## config.mk

```make
export PLATFORM = sky130hd
export DESIGN_NAME = mem_port_arbiter
export DESIGN_NICKNAME = d
export VERILOG_FILES = /design/src/rtl/mem_arb_pkg.sv /design/src/rtl/mem_arb_rdata_hold.sv /design/src/rtl/mem_port_arbiter.sv
export SDC_FILE = /design/constraint.sdc
export NUM_CORES = 1
export LEC_CHECK = 0
export CAP_MARGIN = 20
export CELL_PAD_IN_SITES_DETAIL_PLACEMENT = 1
export CELL_PAD_IN_SITES_GLOBAL_PLACEMENT = 2
export CORE_MARGIN = 5
export CORE_UTILIZATION = 16
export DETAILED_ROUTE_END_ITERATION = 8
export PLACE_DENSITY = 0.83
export SETUP_SLACK_MARGIN = 0.5
export SLEW_MARGIN = 20
export SYNTH_ARGS = -nofsm -noshare
export SYNTH_HDL_FRONTEND = slang
export SYNTH_SLANG_ARGS = --single-unit
```

## constraint.sdc

```tcl
create_clock -name clk -period 15.45 [get_ports clk]
set_clock_uncertainty 0.2 [all_clocks]
set_input_delay 3.09 -clock clk [delete_from_list [all_inputs] [get_ports clk]]
set_output_delay 3.09 -clock clk [all_outputs]
set_load 0.01 [all_outputs]
```

## src/rtl/mem_arb_pkg.sv

```systemverilog
// Shared types and constants for the data-memory port arbiter.
// Optional build macro used by the arbiter: MEM_ARB_STARVE_GUARD_EN.
package mem_arb_pkg;

   // Byte-enable width for the default 32-bit data path (DW = 8 * BE_W)
   localparam int unsigned BE_W = 4;

   typedef enum logic {
      IDLE      = 1'b0,
      ACC_BURST = 1'b1
   } arb_state_t;

   typedef enum logic {
      OWN_CPU = 1'b0,
      OWN_ACC = 1'b1
   } owner_t;

   // Who owned the port last cycle, and whether that access was a read
   typedef struct packed {
      logic   rd;
      owner_t owner;
   } rd_owner_t;

   function automatic logic is_read_of(input rd_owner_t ro, input owner_t who);
      return ro.rd && (ro.owner == who);
   endfunction

endpackage

```

## src/rtl/mem_arb_rdata_hold.sv

```systemverilog
// Keeps CPU load data stable while the pipeline is frozen: load data that
// returns during a stall is captured and replayed until the stall lifts.
module mem_arb_rdata_hold #(
   parameter int unsigned DW = 32
) (
   input  logic          clk,
   input  logic          rst,
   input  logic          en,
   input  logic          capture,
   input  logic          cpu_stall,
   input  logic [DW-1:0] mem_read_data,
   output logic [DW-1:0] cpu_mem_read_data
);

   logic          hold_valid;
   logic [DW-1:0] hold_q;

   // Hold-valid flag: set on capture, cleared on the first unstalled cycle
   always_ff @(posedge clk) begin
      if (rst) begin
         hold_valid <= 1'b0;
      end else if (en) begin
         if (capture) begin
            hold_valid <= 1'b1;
         end else if (!cpu_stall) begin
            hold_valid <= 1'b0;
         end
      end
   end

   // Hold data register; only meaningful while hold_valid is set
   always_ff @(posedge clk) begin
      if (en && capture) begin
         hold_q <= mem_read_data;
      end
   end

   // Replay held data while valid, otherwise pass memory straight through
   always_comb begin
      cpu_mem_read_data = hold_valid ? hold_q : mem_read_data;
   end

endmodule

```

## src/rtl/mem_port_arbiter.sv

```systemverilog
// Shares the single data-memory port between the CPU M-stage port and one
// accelerator/DMA master. CPU has priority in IDLE; a locked accelerator
// grant keeps ownership (ACC_BURST) until the lock or request drops.
// Optional build macro: MEM_ARB_STARVE_GUARD_EN (forces the accelerator
// through after MAX_WAIT consecutive lost conflicts).
module mem_port_arbiter
   import mem_arb_pkg::*;
#(
   parameter int unsigned AW       = 32,
   parameter int unsigned DW       = 32,
   parameter int unsigned MAX_WAIT = 4
) (
   input  logic            clk,
   input  logic            rst,
   input  logic            en,
   input  logic            cpu_mem_read_en,
   input  logic [BE_W-1:0] cpu_mem_write_en,
   input  logic [AW-1:0]   cpu_mem_addr,
   input  logic [DW-1:0]   cpu_mem_write_data,
   output logic [DW-1:0]   cpu_mem_read_data,
   output logic            cpu_stall,
   input  logic            acc_req,
   input  logic            acc_lock,
   input  logic [BE_W-1:0] acc_we,
   input  logic [AW-1:0]   acc_addr,
   input  logic [DW-1:0]   acc_wdata,
   output logic            acc_gnt,
   output logic            acc_rvalid,
   output logic [DW-1:0]   acc_rdata,
   output logic            mem_read_en,
   output logic [BE_W-1:0] mem_write_en,
   output logic [AW-1:0]   mem_addr,
   output logic [DW-1:0]   mem_write_data,
   input  logic [DW-1:0]   mem_read_data
);

   arb_state_t state, state_nxt;
   rd_owner_t  rd_owner_q, rd_owner_d;
   logic       cpu_act;
   logic       cpu_win;
   logic       acc_win;
   logic       force_acc;
   logic       hold_capture;

   assign cpu_act = cpu_mem_read_en | (|cpu_mem_write_en);

`ifdef MEM_ARB_STARVE_GUARD_EN
   localparam int unsigned CW = $clog2(MAX_WAIT + 2);
   logic [CW-1:0] wait_cnt;

   // Count consecutive IDLE conflicts the accelerator loses; saturates
   always_ff @(posedge clk) begin
      if (rst) begin
         wait_cnt <= '0;
      end else if (en) begin
         if (acc_win) begin
            wait_cnt <= '0;
         end else if ((state == IDLE) && acc_req && cpu_act &&
                      (wait_cnt != CW'(MAX_WAIT))) begin
            wait_cnt <= wait_cnt + 1'b1;
         end
      end
   end

   assign force_acc = (wait_cnt == CW'(MAX_WAIT));
`else
   assign force_acc = 1'b0;
`endif

   // State and read-owner registers; everything freezes while en is low
   always_ff @(posedge clk) begin
      if (rst) begin
         state      <= IDLE;
         rd_owner_q <= '0;
      end else if (en) begin
         state      <= state_nxt;
         rd_owner_q <= rd_owner_d;
      end
   end

   // Arbitration and next state; the burst exit cycle is arbitrated as IDLE
   always_comb begin
      cpu_win   = 1'b0;
      acc_win   = 1'b0;
      state_nxt = state;
      if (en) begin
         if ((state == ACC_BURST) && acc_req && acc_lock) begin
            acc_win = 1'b1;
         end else begin
            state_nxt = IDLE;
            if (cpu_act && !(force_acc && acc_req)) begin
               cpu_win = 1'b1;
            end else if (acc_req) begin
               acc_win = 1'b1;
               if (acc_lock) begin
                  state_nxt = ACC_BURST;
               end
            end
         end
      end
   end

   // Memory-side mux of the winner's payload and the read-owner record
   always_comb begin
      mem_read_en       = 1'b0;
      mem_write_en      = '0;
      mem_addr          = cpu_mem_addr;
      mem_write_data    = cpu_mem_write_data;
      rd_owner_d.rd     = 1'b0;
      rd_owner_d.owner  = OWN_CPU;
      if (cpu_win) begin
         mem_read_en   = cpu_mem_read_en;
         mem_write_en  = cpu_mem_write_en;
         rd_owner_d.rd = cpu_mem_read_en;
      end else if (acc_win) begin
         mem_read_en      = ~(|acc_we);
         mem_write_en     = acc_we;
         mem_addr         = acc_addr;
         mem_write_data   = acc_wdata;
         rd_owner_d.rd    = ~(|acc_we);
         rd_owner_d.owner = OWN_ACC;
      end
   end

   // Master-facing handshakes and returned read data
   always_comb begin
      acc_gnt      = acc_win;
      cpu_stall    = en & cpu_act & ~cpu_win;
      acc_rvalid   = is_read_of(rd_owner_q, OWN_ACC);
      acc_rdata    = mem_read_data;
      hold_capture = is_read_of(rd_owner_q, OWN_CPU) & cpu_stall;
   end

   mem_arb_rdata_hold #(
      .DW (DW)
   ) u_rdata_hold (
      .clk               (clk),
      .rst               (rst),
      .en                (en),
      .capture           (hold_capture),
      .cpu_stall         (cpu_stall),
      .mem_read_data     (mem_read_data),
      .cpu_mem_read_data (cpu_mem_read_data)
   );

endmodule

```

==> results.json, run 1 <==
{
  "status": "complete, no violations",
  "rsz0062_at_grt": "false",
  "ctsHoldBuffers": 0,
  "fin_hold_ws_ns": 0.3287,
  "fin_crit_ns": 9.492,
  "drc": 0,
  "die_x_um": 144.8,
  "yosysSeqAreaShare": 0.3582,
  "drt_wl_total_um": 13830,
  "timing.setup.tns_ns": 0,
  "drtAntennaViolNets": 0,
  "dr.first_iter.drc_count": 44,
  "critPathKind": "input port to primary output",
  "fill_cells": 1947,
  "synthTopCellsByArea": "edfxtp_1 (33%), mux2_2 (22%), mux2_4 (20%), buf_4 (8.8%), dfxtp_1 (2.8%)",
  "hold_viol": 0,
  "final_nets": 666,
  "r2r_slack_ns": 13.64,
  "worst_path_largest_cell_delay_ns": 0.78,
  "hold_path.class": "flip-flop to flip-flop",
  "cp_max_fo": 61,
  "power_leakage_nw": 2.333,
  "syn_area_um2": 2907,
  "clkTransAtPathRegs_ns": 0.06,
  "cts.sink_count": 36,
  "routed_via_density": 3.889,
  "synthDistinctLibCells": 30,
  "end_kind": "primary output",
  "io_pins": 310,
  "critPathTopFamily": "buffers and inverters",
  "avgSynthCellArea_um2": 13.27,
  "wire_per_inst_um": 19.16,
  "clockBufferDepth": 2,
  "hold_start": "rd_owner_q[0]$_SDFFE_PP0P_",
  "cts_tree": "done",
  "clk_latency_ns": 0.28,
  "die_area_um2": 20960,
  "ys_warn_count": 0,
  "portBuffers": 309,
  "syn2layout_area_growth_pct": 111.7,
  "floorplan.die.height_um": 144.8,
  "fin_area_um2": 6152,
  "cp_common_cell": "clkdlybuf4s50_1",
  "critPathArrivalTime_ns": 6.20,
  "required_ns": 12.16,
  "grt_pass1_wl_um": 19740,
  "ys_ff_latch": 36,
  "layout_commonest_cell": "clkdlybuf4s50_1",
  "path_buf_inv": 3,
  "hold_depth": 2,
  "r2r_start": "state$_SDFFE_PP0P_",
  "grtUsageTotal": 0.1223,
  "synth_edf_count": 32,
  "std_cell_rows": 49,
  "n_antenna_cell": 0,
  "via_count": 2808,
  "setup_violations": 0,
  "firstDrtPassIters": 4,
  "power_w": 0.0003766,
  "ir_drop_mv": 0.03540,
  "cts_setup_buffers": 0,
  "async_flop_share": 0,
  "path_cells": "clkdlybuf4s50_1 > and4bb_4 > a21boi_4 > buf_4 > mux2_2 > clkdlybuf4s50_1",
  "worst_pin_slew_ns": 0.9688,
  "grt_max_degree": 62,
  "r2r_end": "u_rdata_hold.hold_q[10]$_DFFE_PP_",
  "period_share": 0.6144,
  "netlist_instances": 219,
  "slew_viol_final": 0,
  "relSlewSlack": 0.3542,
  "yosysTopAreaCellShare": 0.3306,
  "drv_cap": 0,
  "hpwl_um": 11930,
  "cp-start-kind": "input port",
  "grt_pass1_vias": 3272,
  "cts_buffers": 5,
  "post_cts_resized": 0,
  "rr_worst_depth": 3,
  "gp_congestion": 0.8432,
  "ys.flop_type": "edfxtp_1",
  "yosysTopAreaCell": "edfxtp_1",
  "seqCellArea_um2": 1041,
  "cp_slowest_cell": "buf_4",
  "root_buffer": "clkbuf_16",
  "multi_input_area_um2": 1486,
  "start_util": 0.1624,
  "placedInstanceArea_um2": 5937,
  "min_to": "rd_owner_q[0]$_SDFFE_PP0P_",
  "antenna_found_initial": 0,
  "core_um2": 17900,
  "cts_htree_levels": 2,
  "gr-total-overflow": 0,
  "drive_above_1_share": 0.2272,
  "final_cell_mix": "clkdlybuf4s50_1 (309), mux2_2 (58), mux2_4 (38), edfxtp_1 (32), nand2_1 (11)",
  "synth_fp_nets": 393,
  "clock.fmax_mhz": 105.4,
  "power.density_nw_per_um2": 61.22
}
power breakdown:
part | internal (W) | switching (W) | total [W] | leakage, nW
Sequential | 0.000106 | 0.000000333 | 0.000106 | 0.320
Combinational | 0.0000848 | 0.0000372 | 0.000122 | 1.91
Clock | 0.000109 | 0.0000395 | 0.000148 | 0.104
Total | 0.000300 | 0.0000770 | 0.000377 | 2.33
routing by layer:
metal	global-route usage	part of all wire	vias to the layer above
li1	-	-	1329
met1	0.1302	0.36	1321
met2	0.2308	0.54	132
met3	0.03319	0.074	26
met4	0.04173	0.032	0
met5	0	0	-
through the flow:
step	setup WS [ns]	std cells	utilization
2_1_floorplan	7.941	219	-
3_3_place_gp	6.059	714	0.3316
3_5_place_dp	5.954	714	0.3316
4_1_cts	5.943	722	0.3437
5_1_grt	5.766	722	0.3437
6_report	5.958	722	0.3437
cell type report:
type	count	share of cell area
tap	229	0.04657
multi-input combinational	135	0.2416
clock buffer	5	0.02034
inverter	2	0.001220
sequential	36	0.1692
clock inverter	3	0.01464
timing repair buffer	312	0.5064
sequential cells by signal, indices dropped and copies added, names as in the netlist:
signal	cells
u_rdata_hold.hold_valid	1
state	1
rd_owner_q	2
u_rdata_hold.hold_q	32
Yosys cell counts, types with 2 or more instances:
| master | n |
|---|---|
| dfxtp_1 | 4 |
| nor2_1 | 2 |
| a31oi_1 | 3 |
| o22ai_1 | 5 |
| mux2_2 | 58 |
| buf_4 | 34 |
| buf_12 | 3 |
| inv_1 | 2 |
| and2_1 | 2 |
| nand2b_1 | 2 |
| clkbuf_1 | 4 |
| mux2_4 | 38 |
| a211oi_1 | 2 |
| edfxtp_1 | 32 |
| nand2_1 | 11 |
| buf_6 | 2 |
| buf_2 | 2 |
how the worst max path moves through the flow:
stage | slack [ns] | start | cells past startpoint | end
finish | 5.96 | en | 6 | mem_write_data[2]
global route | 5.77 | en | 6 | mem_write_data[2]
CTS | 5.94 | en | 6 | mem_write_data[6]
detailed placement | 5.95 | en | 6 | mem_write_data[2]
global placement | 6.06 | en | 6 | mem_write_data[6]
floorplan | 7.94 | en | 6 | mem_addr[23]
logic make-up (layout without fill, tap and decap cells):
kind of cell,count (synthesis),count (layout),synth area share
flops,36,36,0.3582
simple gates,24,24,0.04865
compound gates,15,15,0.03960
mux,96,96,0.4210
buf+inv,48,322,0.1326
tightest hold or removal path: cells and delay by family (launching register included):
family           cells  cell delay [ns]
AND/OR/NAND/NOR      1             0.08
AO/OA/AOI/OAI        1             0.06
flip-flops           1             0.34
Power figures use the tool's default switching activity.
==> run 2: changes to the inputs <==
Settings changed: CORE_UTILIZATION 16 to 13, PLACE_DENSITY 0.83 to 0.72.
Clock period 15.45 ns to 8.6 ns, I/O delays scaled along.
==> run 2 against run 1 <==
  * Setup slack got worse by 4.0 ns
  * Cell count increased by 7.1%
  * Sequential power rose by 80%
  * Via count is 1.2% higher
  * Power is 55% higher
  * Critical path type unchanged
  * Critical endpoint unchanged
  * Largest power group is now combinational cells
  * Highest routed layer unchanged
==> results.json, run 2 (synthesis gave the netlist of run 1 again) <==
{
  "gp_congestion": 0.9040,
  "floorplan.die.height_um": 159.5,
  "period_share": 0.7749,
  "top_regs": "u_rdata_hold.hold_q (32), rd_owner_q (2)",
  "post_cts_resized": 0,
  "routed_via_density": 3.675,
  "clockBufferDepth": 2,
  "drtAntennaViolNets": 0,
  "required_ns": 6.68,
  "power.density_nw_per_um2": 95.34,
  "cts_buffers": 5,
  "gr-total-overflow": 0,
  "regMostFlops": "u_rdata_hold.hold_q",
  "cp_max_fo": 65,
  "root_buffer": "clkbuf_16",
  "clk_latency_ns": 0.28,
  "die_x_um": 159.5,
  "cts_setup_buffers": 0,
  "grtUsageTotal": 0.1030,
  "drv_cap": 0,
  "setup_violations": 0,
  "grt_max_degree": 66,
  "cts_htree_levels": 2,
  "largest_reg_flops": 32,
  "layout_commonest_cell": "clkdlybuf4s50_1",
  "drive_above_1_share": 0.2211,
  "worst_slack_ns": 1.936,
  "ctsHoldBuffers": 0,
  "ir_drop_mv": 0.05668,
  "end_kind": "primary output",
  "place_ws_ns": 1.952,
  "io_pins": 310,
  "slew_viol_final": 0,
  "hold_viol": 0,
  "via_count": 2841,
  "timing.setup.tns_ns": 0,
  "start_util": 0.1328,
  "portBuffers": 309,
  "hpwl_um": 12300,
  "rsz0062_at_grt": "false",
  "grt_pass1_wl_um": 20730,
  "core_um2": 21890,
  "fin_area_um2": 6137,
  "fin_crit_ns": 6.664,
  "antenna_found_initial": 0,
  "critPathArrivalTime_ns": 4.74,
  "n_antenna_cell": 0,
  "firstDrtPassIters": 4,
  "placedInstanceArea_um2": 6001,
  "power_leakage_nw": 2.294,
  "drc": 0,
  "status": "complete, no violations",
  "grt_pass1_vias": 3163,
  "dr.first_iter.drc_count": 68,
  "cp-start-kind": "input port",
  "worst_pin_slew_ns": 1.036,
  "cts_tree": "done",
  "final_nets": 666,
  "hold_path.class": "flip-flop to flip-flop",
  "die_area_um2": 25450,
  "wire_per_inst_um": 18.48,
  "relSlewSlack": 0.3091,
  "final_cell_mix": "clkdlybuf4s50_1 (309), mux2_2 (58), mux2_4 (38), edfxtp_1 (32), nand2_1 (11)",
  "power_w": 0.0005851,
  "syn2layout_area_growth_pct": 111.1,
  "fin_hold_ws_ns": 0.3380,
  "critPathKind": "input port to primary output",
  "cts.sink_count": 36,
  "std_cell_rows": 54,
  "drt_wl_total_um": 14280,
  "clock.fmax_mhz": 150.1,
  "clkTransAtPathRegs_ns": 0.06
}
==> run 2: cell types whose count changed in the layout (fill, tap and decap cells not counted) <==
cell and change:
bufinv_16 -3, clkbuf_1 +2, clkinv_1 +1
==> run 2: final timing paths <==
| kind | to | start | cells after the start | slack, ns |
|---|---|---|---|---|
| hold / removal | rd_owner_q[0]$_SDFFE_PP0P_ | rd_owner_q[0]$_SDFFE_PP0P_ | 2 | 0.34 |
| hold reg to reg | rd_owner_q[0]$_SDFFE_PP0P_ | rd_owner_q[0]$_SDFFE_PP0P_ | 2 | 0.34 |
| setup reg to reg | u_rdata_hold.hold_q[27]$_DFFE_PP_ | state$_SDFFE_PP0P_ | 3 | 6.78 |
| setup / recovery | mem_write_data[2] | en | 6 | 1.94 |
==> run 2: area by class of cell <==
class	count	area [um2]
Tap cell	280	350.3
Sequential cell	36	1041
Inverter	2	7.507
Clock buffer	7	132.6
Clock inverter	1	3.754
Multi-Input combinational cell	135	1486
Timing Repair Buffer	312	3115
Fill cell	2436	15750
==> run 2: stage by stage <==
| stage | util | instances |
|---|---|---|
| floorplan | - | 219 |
| global placement | 0.2741 | 765 |
| detailed placement | 0.2741 | 765 |
| CTS | 0.2804 | 773 |
| global route | 0.2804 | 773 |
| finish | 0.2804 | 773 |
==> run 2: power by group <==
| part | switching [W] | internal (W) |
|---|---|---|
| Clock | 0.0000676 | 0.000107 |
| Combinational | 0.0000677 | 0.000152 |
| Sequential | 0.000000331 | 0.000191 |
| Total | 0.000136 | 0.000450 |
==> run 2: metal layers <==
metal / wire length (um) / track usage / vias up
li1: - / - / 1332
met1: 5701 / 0.1188 / 1371
met2: 7576 / 0.1928 / 124
met3: 782 / 0.02149 / 14
met4: 224 / 0.02520 / 0
met5: 0 / 0 / -
==> run 2: worst max-delay path, stage by stage <==
cell and delay [ns]:
clkdlybuf4s50_1 0.73, and4bb_4 0.40, a21boi_4 0.15, buf_4 0.77
mux2_2 0.43, clkdlybuf4s50_1 0.48
